`src/rtl/multdiv_ctrl_if.sv`:
```
`default_nettype none
// ============================================================================
// Module   : multdiv_ctrl_if
// Brief    : Pipeline request/response and mult/div unit signals of multdiv_ctrl
// Revision : 1.0 - initial release
// ============================================================================
interface multdiv_ctrl_if;
    logic        req_valid;
    logic        req_op;
    logic [31:0] req_a;
    logic [31:0] req_b;
    logic [4:0]  req_dest;
    logic        req_ready;
    logic        flush;

    logic [31:0] unit_a;
    logic [31:0] unit_b;
    logic        ctrl_MULT;
    logic        ctrl_DIV;
    logic [31:0] mult_result;
    logic [31:0] div_result;
    logic        mult_exc;
    logic        div_exc;
    logic        mult_rdy;
    logic        div_rdy;

    logic        resp_valid;
    logic [31:0] resp_result;
    logic        resp_exception;
    logic        resp_timeout;
    logic [4:0]  resp_dest;
    logic        resp_ack;
    logic        busy;

    // Controller side
    modport slave (
        input  req_valid, req_op, req_a, req_b, req_dest, flush,
        input  mult_result, div_result, mult_exc, div_exc, mult_rdy, div_rdy,
        input  resp_ack,
        output req_ready, unit_a, unit_b, ctrl_MULT, ctrl_DIV,
        output resp_valid, resp_result, resp_exception, resp_timeout, resp_dest,
        output busy
    );

    // Pipeline plus unit side
    modport master (
        output req_valid, req_op, req_a, req_b, req_dest, flush,
        output mult_result, div_result, mult_exc, div_exc, mult_rdy, div_rdy,
        output resp_ack,
        input  req_ready, unit_a, unit_b, ctrl_MULT, ctrl_DIV,
        input  resp_valid, resp_result, resp_exception, resp_timeout, resp_dest,
        input  busy
    );
endinterface
`default_nettype wire

```
`src/rtl/multdiv_ctrl.sv`:
```
`default_nettype none
// ============================================================================
// Module   : multdiv_ctrl
// Brief    : One-at-a-time sequencer for the iterative multiply/divide units
// Revision : 1.0 - initial release
// ============================================================================
module multdiv_ctrl #(
    parameter int TIMEOUT = 40
) (
    input  logic           clk,
    input  logic           nrst,
    multdiv_ctrl_if.slave  bus
);
    localparam int c_CNT_W = (TIMEOUT > 1) ? $clog2(TIMEOUT) : 1;
    localparam logic [c_CNT_W-1:0] c_CNT_LAST = c_CNT_W'(TIMEOUT - 1);

    typedef enum logic [1:0] {
        S_IDLE   = 2'd0,
        S_LAUNCH = 2'd1,
        S_WAIT   = 2'd2,
        S_RESP   = 2'd3
    } state_t;

    state_t             r_state;
    state_t             w_state_next;
    logic [31:0]        r_a;
    logic [31:0]        r_b;
    logic               r_op;
    logic [4:0]         r_dest;
    logic [c_CNT_W-1:0] r_cnt;
    logic [31:0]        r_res;
    logic               r_exc;
    logic               r_tmo;

    logic w_req_ready;
    logic w_accept;
    logic w_div0;
    logic w_sel_rdy;
    logic w_rdy_hit;
    logic w_tmo_hit;

    always_ff @(posedge clk or negedge nrst) begin
        if (!nrst) begin
            r_state <= S_IDLE;
        end else begin
            r_state <= w_state_next;
        end
    end

    always_comb begin
        w_state_next = r_state;
        w_req_ready  = (r_state == S_IDLE) && !bus.flush;
        w_accept     = bus.req_valid && w_req_ready;
        w_div0       = bus.req_op && (bus.req_b == 32'd0);
        w_sel_rdy    = r_op ? bus.div_rdy : bus.mult_rdy;
        // Counter 0 blanks the rdy level left over from the previous operation
        w_rdy_hit    = (r_state == S_WAIT) && (r_cnt != '0) && w_sel_rdy;
        w_tmo_hit    = (r_state == S_WAIT) && (r_cnt == c_CNT_LAST) && !w_rdy_hit;

        case (r_state)
            S_IDLE:   if (w_accept) w_state_next = w_div0 ? S_RESP : S_LAUNCH;
            S_LAUNCH: w_state_next = S_WAIT;
            S_WAIT:   if (w_rdy_hit || w_tmo_hit) w_state_next = S_RESP;
            S_RESP:   if (bus.resp_ack) w_state_next = S_IDLE;
            default:  w_state_next = S_IDLE;
        endcase
        if (bus.flush) begin
            w_state_next = S_IDLE;
        end

        bus.req_ready      = w_req_ready;
        bus.ctrl_MULT      = (r_state == S_LAUNCH) && !r_op;
        bus.ctrl_DIV       = (r_state == S_LAUNCH) && r_op;
        bus.resp_valid     = (r_state == S_RESP);
        bus.busy           = (r_state != S_IDLE);
        bus.unit_a         = r_a;
        bus.unit_b         = r_b;
        bus.resp_result    = r_res;
        bus.resp_exception = r_exc;
        bus.resp_timeout   = r_tmo;
        bus.resp_dest      = r_dest;
    end

    always_ff @(posedge clk or negedge nrst) begin
        if (!nrst) begin
            r_a    <= '0;
            r_b    <= '0;
            r_op   <= 1'b0;
            r_dest <= '0;
            r_cnt  <= '0;
            r_res  <= '0;
            r_exc  <= 1'b0;
            r_tmo  <= 1'b0;
        end else begin
            if (w_accept) begin
                r_a    <= bus.req_a;
                r_b    <= bus.req_b;
                r_op   <= bus.req_op;
                r_dest <= bus.req_dest;
                if (w_div0) begin
                    r_res <= '0;
                    r_exc <= 1'b1;
                    r_tmo <= 1'b0;
                end
            end

            if (r_state == S_LAUNCH) begin
                r_cnt <= '0;
            end else if (r_state == S_WAIT) begin
                r_cnt <= r_cnt + 1'b1;
            end

            if (!bus.flush) begin
                if (w_rdy_hit) begin
                    r_res <= r_op ? bus.div_result : bus.mult_result;
                    r_exc <= r_op ? bus.div_exc : bus.mult_exc;
                    r_tmo <= 1'b0;
                end else if (w_tmo_hit) begin
                    r_res <= '0;
                    r_exc <= 1'b1;
                    r_tmo <= 1'b1;
                end
            end
        end
    end
endmodule
`default_nettype wire

```
`src/flat_wrapper.sv`:
```
// flat-port wrapper written by rule: the top's interface ports become plain ports
module multdiv_ctrl_flat 
#(
    parameter int TIMEOUT = 40
)
  (clk, nrst, bus_req_valid, bus_req_op, bus_req_a, bus_req_b, bus_req_dest, bus_flush, bus_mult_result, bus_div_result, bus_mult_exc, bus_div_exc, bus_mult_rdy, bus_div_rdy, bus_resp_ack, bus_req_ready, bus_unit_a, bus_unit_b, bus_ctrl_MULT, bus_ctrl_DIV, bus_resp_valid, bus_resp_result, bus_resp_exception, bus_resp_timeout, bus_resp_dest, bus_busy);
  multdiv_ctrl_if bus_i ();
  input  logic clk;
  input  logic nrst;
  input wire logic [$bits(bus_i.req_valid)-1:0] bus_req_valid;
  input wire logic [$bits(bus_i.req_op)-1:0] bus_req_op;
  input wire logic [$bits(bus_i.req_a)-1:0] bus_req_a;
  input wire logic [$bits(bus_i.req_b)-1:0] bus_req_b;
  input wire logic [$bits(bus_i.req_dest)-1:0] bus_req_dest;
  input wire logic [$bits(bus_i.flush)-1:0] bus_flush;
  input wire logic [$bits(bus_i.mult_result)-1:0] bus_mult_result;
  input wire logic [$bits(bus_i.div_result)-1:0] bus_div_result;
  input wire logic [$bits(bus_i.mult_exc)-1:0] bus_mult_exc;
  input wire logic [$bits(bus_i.div_exc)-1:0] bus_div_exc;
  input wire logic [$bits(bus_i.mult_rdy)-1:0] bus_mult_rdy;
  input wire logic [$bits(bus_i.div_rdy)-1:0] bus_div_rdy;
  input wire logic [$bits(bus_i.resp_ack)-1:0] bus_resp_ack;
  output wire logic [$bits(bus_i.req_ready)-1:0] bus_req_ready;
  output wire logic [$bits(bus_i.unit_a)-1:0] bus_unit_a;
  output wire logic [$bits(bus_i.unit_b)-1:0] bus_unit_b;
  output wire logic [$bits(bus_i.ctrl_MULT)-1:0] bus_ctrl_MULT;
  output wire logic [$bits(bus_i.ctrl_DIV)-1:0] bus_ctrl_DIV;
  output wire logic [$bits(bus_i.resp_valid)-1:0] bus_resp_valid;
  output wire logic [$bits(bus_i.resp_result)-1:0] bus_resp_result;
  output wire logic [$bits(bus_i.resp_exception)-1:0] bus_resp_exception;
  output wire logic [$bits(bus_i.resp_timeout)-1:0] bus_resp_timeout;
  output wire logic [$bits(bus_i.resp_dest)-1:0] bus_resp_dest;
  output wire logic [$bits(bus_i.busy)-1:0] bus_busy;
  assign bus_i.req_valid = bus_req_valid;
  assign bus_i.req_op = bus_req_op;
  assign bus_i.req_a = bus_req_a;
  assign bus_i.req_b = bus_req_b;
  assign bus_i.req_dest = bus_req_dest;
  assign bus_i.flush = bus_flush;
  assign bus_i.mult_result = bus_mult_result;
  assign bus_i.div_result = bus_div_result;
  assign bus_i.mult_exc = bus_mult_exc;
  assign bus_i.div_exc = bus_div_exc;
  assign bus_i.mult_rdy = bus_mult_rdy;
  assign bus_i.div_rdy = bus_div_rdy;
  assign bus_i.resp_ack = bus_resp_ack;
  assign bus_req_ready = bus_i.req_ready;
  assign bus_unit_a = bus_i.unit_a;
  assign bus_unit_b = bus_i.unit_b;
  assign bus_ctrl_MULT = bus_i.ctrl_MULT;
  assign bus_ctrl_DIV = bus_i.ctrl_DIV;
  assign bus_resp_valid = bus_i.resp_valid;
  assign bus_resp_result = bus_i.resp_result;
  assign bus_resp_exception = bus_i.resp_exception;
  assign bus_resp_timeout = bus_i.resp_timeout;
  assign bus_resp_dest = bus_i.resp_dest;
  assign bus_busy = bus_i.busy;
  multdiv_ctrl #(.TIMEOUT(TIMEOUT)) u_core (.clk(clk), .nrst(nrst), .bus(bus_i));
endmodule
```
`config.mk`:
```
export PLATFORM = sky130hd
export DESIGN_NAME = multdiv_ctrl_flat
export DESIGN_NICKNAME = d
export VERILOG_FILES = /design/src/rtl/multdiv_ctrl_if.sv /design/src/rtl/multdiv_ctrl.sv /design/src/flat_wrapper.sv
export SDC_FILE = /design/constraint.sdc
export NUM_CORES = 1
export LEC_CHECK = 0
export ABC_AREA = 1
export CAP_MARGIN = 20
export CORE_UTILIZATION = 42
export CTS_CLUSTER_DIAMETER = 100
export DETAILED_ROUTE_END_ITERATION = 6
export HOLD_SLACK_MARGIN = 0.03
export PLACE_DENSITY = 0.82
export SYNTH_ARGS = -nofsm -noshare
export SYNTH_HDL_FRONTEND = slang
export SYNTH_SLANG_ARGS = --single-unit
```
`constraint.sdc`:
```
create_clock -name clk -period 2.3 [get_ports clk]
set_clock_uncertainty 0.05 [all_clocks]
set_input_delay 0.345 -clock clk [delete_from_list [all_inputs] [get_ports clk]]
set_output_delay 0.345 -clock clk [all_outputs]
set_load 0.02 [all_outputs]
```
=== Yosys cells after proc, flatten, opt, wreduce, memory -nomap -nowiden ===
Cells that the tools add are included.

* Register bits after elaboration: 112
* Input port bits: 143
* Output and inout port bits: 108

* Add/sub/neg operators: 1
* Equal/unequal tests: 7
* Mux-type cells: 26
* Reduce and logical (&&, ||, !) cells: 19

{| class="wikitable"
|+ Operator list
! kind !! number
|-
| $mux 32 || 6
|-
| $logic_not 32->1 || 1
|-
| $mux 1 || 12
|-
| $mux 6 || 2
|-
| $mux 2 || 5
|-
| $logic_and 1x1->1 || 9
|-
| $pmux 2 s4 || 1
|-
| $add 6x1->6 const B || 1
|-
| $eq 6x6->1 const B || 1
|-
| $ne 3x3->1 const B || 2
|-
| $reduce_bool 6->1 || 1
|-
| $eq 2x2->1 const B || 2
|-
| $reduce_bool 2->1 || 2
|-
| $logic_not 1->1 || 3
|-
| $ne 3x2->1 const B || 1
|-
| $reduce_and 3->1 || 1
|-
| $eq 2x1->1 const B || 1
|-
| $logic_not 2->1 || 1
|-
| $logic_or 1x1->1 || 1
|}

=== Depth between registers and ports, before layout ===
Gate-level depths: netlist of the first run.

* Depth in word-level cells: 9
* Gate-level depth with buffers: 10

=== Worst setup path before layout of the first run ===
OpenSTA, ideal clock, no wires.

* Kind: register to register
* From: register u_core.r_state[0]
* To: register u_core.r_res[1] (netlist: u_core.bus.resp_result[1])
* Arrival: 1.552 ns
* Setup slack: 0.578 ns
* Cell stages (with the launch flop): 11
* Path buffers: 1
* Period minus slack after synthesis: 1.722 ns
* Cell sequence: dfrtp_1 > inv_1 > ha_1 > inv_1 > nor2_4 > nand2_4 > nor2_2 > nand2_4 > buf_6 > nand3_2 > o21ai_2

{| class="wikitable"
|+ RTL lines
! what !! RTL line !! source
|-
| start: declaration || multdiv_ctrl.sv:24 || <nowiki>state_t r_state;</nowiki>
|-
| start signal: assignment || multdiv_ctrl.sv:46 || <nowiki>r_state <= w_state_next;</nowiki>
|-
| $logic_not 2->1 (*) || multdiv_ctrl.sv:52 || <nowiki>w_req_ready = (r_state == S_IDLE) && !bus.flush;</nowiki>
|-
| $logic_and 1x1->1 (*) || multdiv_ctrl.sv:52 ||
|-
| via bus_req_ready || flat_wrapper.sv:23 || <nowiki>output wire logic [$bits(bus_i.req_ready)-1:0] bus_req_ready;</nowiki>
|-
| $logic_and 1x1->1 (*) || multdiv_ctrl.sv:53 || <nowiki>w_accept = bus.req_valid && w_req_ready;</nowiki>
|-
| $mux 32 (*) || multdiv_ctrl.sv:95 || <nowiki>if (w_accept) begin</nowiki>
|-
| $mux 32 || multdiv_ctrl.sv:118 || <nowiki>end else if (w_tmo_hit) begin</nowiki>
|-
| $mux 32 || multdiv_ctrl.sv:114 || <nowiki>if (w_rdy_hit) begin</nowiki>
|-
| $mux 32 (*) || multdiv_ctrl.sv:113 || <nowiki>if (!bus.flush) begin</nowiki>
|-
| end signal: assignment || multdiv_ctrl.sv:115 || <nowiki>r_res <= r_op ? bus.div_result : bus.mult_result;</nowiki>
|-
| end: declaration || multdiv_ctrl.sv:31 || <nowiki>logic [31:0] r_res;</nowiki>
|}

The timed path passes the listed nets; every way through them passes the cells marked *.
A chain may end at the register's enable or synchronous reset.

=== Worst setup path after layout of the first run ===
* From: register u_core.r_state[0]
* To: output port bus_req_ready

* Word-level cells in the longest chain between the ends: 2

{| class="wikitable"
|+ RTL lines
! what !! RTL line
|-
| $logic_not 2->1 || multdiv_ctrl.sv:52
|-
| $logic_and 1x1->1 || multdiv_ctrl.sv:52
|-
| end: declaration || flat_wrapper.sv:23
|}

No other way between the ends.

==> run metrics, run 1 <==
final wirelength=16000 µm; Clock Latency Late Sink=350 ps; Critical Path Fanout Max=4; RR Endpoint=u_core.bus.resp_result[1]; CP Class=reg2out; Max-cap violations=0; Required @ worst endpoint=1900 ps; initial antenna violation count=0; Final min period=2030 ps; DR WL/cell=15.5 µm; cell depth of the worst setup path=5; Internal=6250 µW; Clk pwr share=14.3%; Antenna Violating Nets Remaining=0; num rows=40; RSZ-0062 raised after global routing=false; GPL Wtd Cong=0.887; total clock sinks=112; Post-Route Setup TNS=0 ps; clk buf depth=2; sequential power share=33.4%; chip width=115 µm; fmax=492 MHz; Syn Nets=768; core footprint=12300 µm²; fraction of layout cells with a size suffix above 1=11.6%; register area share after synthesis=52.1%; Setup crit start=u_core.r_state[0]; Layout Nets=1012; VDD IR max=0.000856 V; Util after Layout=67.8%; fill count=975; Yosys warnings=0; Synth top area share=52.1%; Worst Path Arrival=1640 ps; crit path capture=bus_req_ready; crit-path leading delay family=buffers and inverters; Comb power frac=52.3%; Ant. Diodes=0; worst-margin pin slew=657 ps; status=finished clean; Mapped Cells=618; Synth area leaders=dfrtp_1, nand2_1, nand3_2; Mean Syn Cell Area=8.70 µm²; Reg-to-Reg Start=u_core.r_state[0]; P_sw=4260 µW; postcts setup bufs=0; first drt pass iteration count=5; R2R depth=8; Rel. slew slack=56.2%; worst-path cell chain=inv_1, ha_1, inv_1, nor2_4, dlygate4sd2_1; vias in the first global route=5133; gr ovfl total=0; first-pass GRT wire length=25300 µm; Slew Limit Fails=0; Syn-to-layout area delta=54.7%; area leader, netlist=dfrtp_1; FF+latch area=2800 µm²; Initial Utilization=43.8%; worst min-delay path category=reg2reg; # IOs=251; CTS root buffer=clkbuf_16; vias=5061; die area=13300 µm²; Final period util=88.4%; R2R setup slack=350 ps; max incr delay on CP=420 ps; 1st-iter DRT viols=273; Final setup viols=0; pwr dens=1260 nW/µm²; CP Capture Type=primary output; Remaining DRCs=0; Chip Height=115 µm; cell mode on critical path=inv_1; H-tree depth=3; switching share of power=40.5%; #FFs+latches synth=112; gr usage total=25.1%; CTS tree=done; Clock Pin Slew Worst Setup and Hold Paths=70 ps; I/O Buffers=250; dpl hpwl=12200 µm; CP Launch Type=flop; Synth cell types=33; area taken by multi-input logic gates=2260 µm²; Vias/cell=4.89; largest net degree at the start of global routing=49; cell leakage power=0.00394 µW; Buf+Inv Stages, Crit Path=3; slowest CP cell=dfrtp_1; total CTS buffers=9; Fin. Hold Viols=0; mapped cell area=5380 µm²
==> power groups by stage <==
stage | clock network, µW | logic [µW] | registers (µW)
3_3_place_gp | 0 | 5390 | 3470
5_1_grt | 1640 | 5940 | 3610
2_1_floorplan | 0 | 1810 | 4540
6_report | 1500 | 5500 | 3510
3_5_place_dp | 0 | 5540 | 3520
4_1_cts | 1560 | 5550 | 3500
==> cells in the mapped netlist (all sizes together) <==
| master | n |
|---|---|
| nand2 | 275 |
| o211ai | 23 |
| inv | 25 |
| o21bai | 1 |
| buf | 24 |
| or2 | 23 |
| nor3 | 3 |
| nand3 | 40 |
| clkbuf | 7 |
| ha | 7 |
| a31oi | 1 |
| nor3b | 1 |
| nor2 | 45 |
| dfrtp | 112 |
| nand4 | 1 |
| o311ai | 1 |
| o22ai | 1 |
| a21oi | 5 |
| o31ai | 1 |
| o21ai | 22 |
==> layer usage <==
layer  vias up  share of wire (%)  GRT usage (%)
li1       2435                  -              -
met1      2411                 39           28.7
met2       191                 52           44.3
met3        24                6.9           7.43
met4         0                2.1           9.44
met5         -                  0              0
==> area by class of cell <==
class                           instances  share of cell area [%]
Clock buffer                           14                    3.29
Multi-Input combinational cell        450                    27.2
Sequential cell                       112                    33.7
Clock inverter                          2                   0.150
Timing Repair Buffer                  264                    32.0
Tap cell                              168                    2.53
Inverter                               25                    1.19
==> sequential cells by signal (all words and copies together), names as in the netlist <==
| name | cells |
|---|---|
| u_core.bus.resp_dest | 5 |
| u_core.bus.resp_exception | 1 |
| u_core.bus.resp_result | 32 |
| u_core.bus.resp_timeout | 1 |
| u_core.bus.unit_a | 32 |
| u_core.bus.unit_b | 32 |
| u_core.r_cnt | 6 |
| u_core.r_op | 1 |
| u_core.r_state | 2 |
==> through the flow <==
| stage | instances | power, µW | hold WS (ps) | instance area [µm²] | setup WS [ps] |
|---|---|---|---|---|---|
| 2_1_floorplan | 618 | 6350 | -0.591 | 5380 | 578 |
| 3_3_place_gp | 1018 | 8860 | 361 | 8020 | 112 |
| 3_5_place_dp | 1018 | 9060 | 378 | 8020 | 58.6 |
| 4_1_cts | 1035 | 10600 | 432 | 8310 | 8.95 |
| 5_1_grt | 1035 | 11200 | 449 | 8320 | 133 |
| 6_report | 1035 | 10500 | 426 | 8320 | 267 |
==> cells by family (layout without fill, tap and decap cells) <==
kind of cell,count (synthesis),after routing,share of synthesized area (%)
flops,112,112,52.1
compound gates,55,55,6.96
simple gates,388,388,33.4
buf+inv,56,305,5.82
fa+ha+maj,7,7,1.63
==> cell usage in the layout (no fill, tap or decap), drive strengths merged <==
master,instances
nand2,275
clkdlybuf4s50,245
dfrtp,112
nor2,45
nand3,40
inv,25
or2,23
o211ai,23
o21ai,22
buf,14
clkbuf,14
ha,7
a21oi,5
nor3,3
dlymetal6s2s,2
dlygate4sd2,2
nand4,1
o22ai,1
o31ai,1
o311ai,1
a31oi,1
nor3b,1
o21bai,1
clkinvlp,1
clkinv,1
dlygate4sd3,1
==> tightest hold or removal path, delay by kind of cell (launching register included) <==
| family | cells | cell delay [ps] |
|---|---|---|
| DFF | 1 | 340 |
| and+or+nand+nor | 2 | 100 |
==> worst min-delay path by stage <==
stage,startpoint,endpoint,slack [ps],cells past startpoint
6_report,u_core.bus.unit_b[9],u_core.bus.unit_b[9],430,2
5_1_grt,u_core.bus.unit_b[28],u_core.bus.unit_b[28],450,2
4_1_cts,u_core.bus.unit_a[17],u_core.bus.unit_a[17],430,2
3_5_place_dp,nrst,u_core.bus.resp_dest[4],380,1
3_3_place_gp,nrst,u_core.bus.unit_a[10],360,1
2_1_floorplan,nrst,u_core.bus.resp_dest[0],-0.6,0
==> repair_timing <==
action,4_1_cts,5_1_grt
gates cloned,0,0
resized for setup,2,2
setup endpoints to repair,2,2
hold endpoints to repair,46,0
hold buffers,1,0
No activity file was read; power rests on OpenSTA's default activity.
==> inputs of run 2 (changes only) <==
Settings changed: SLEW_MARGIN set to 20.
==> results of run 2 <==
Final layout, timing and power as in run 1 (identical DEF).
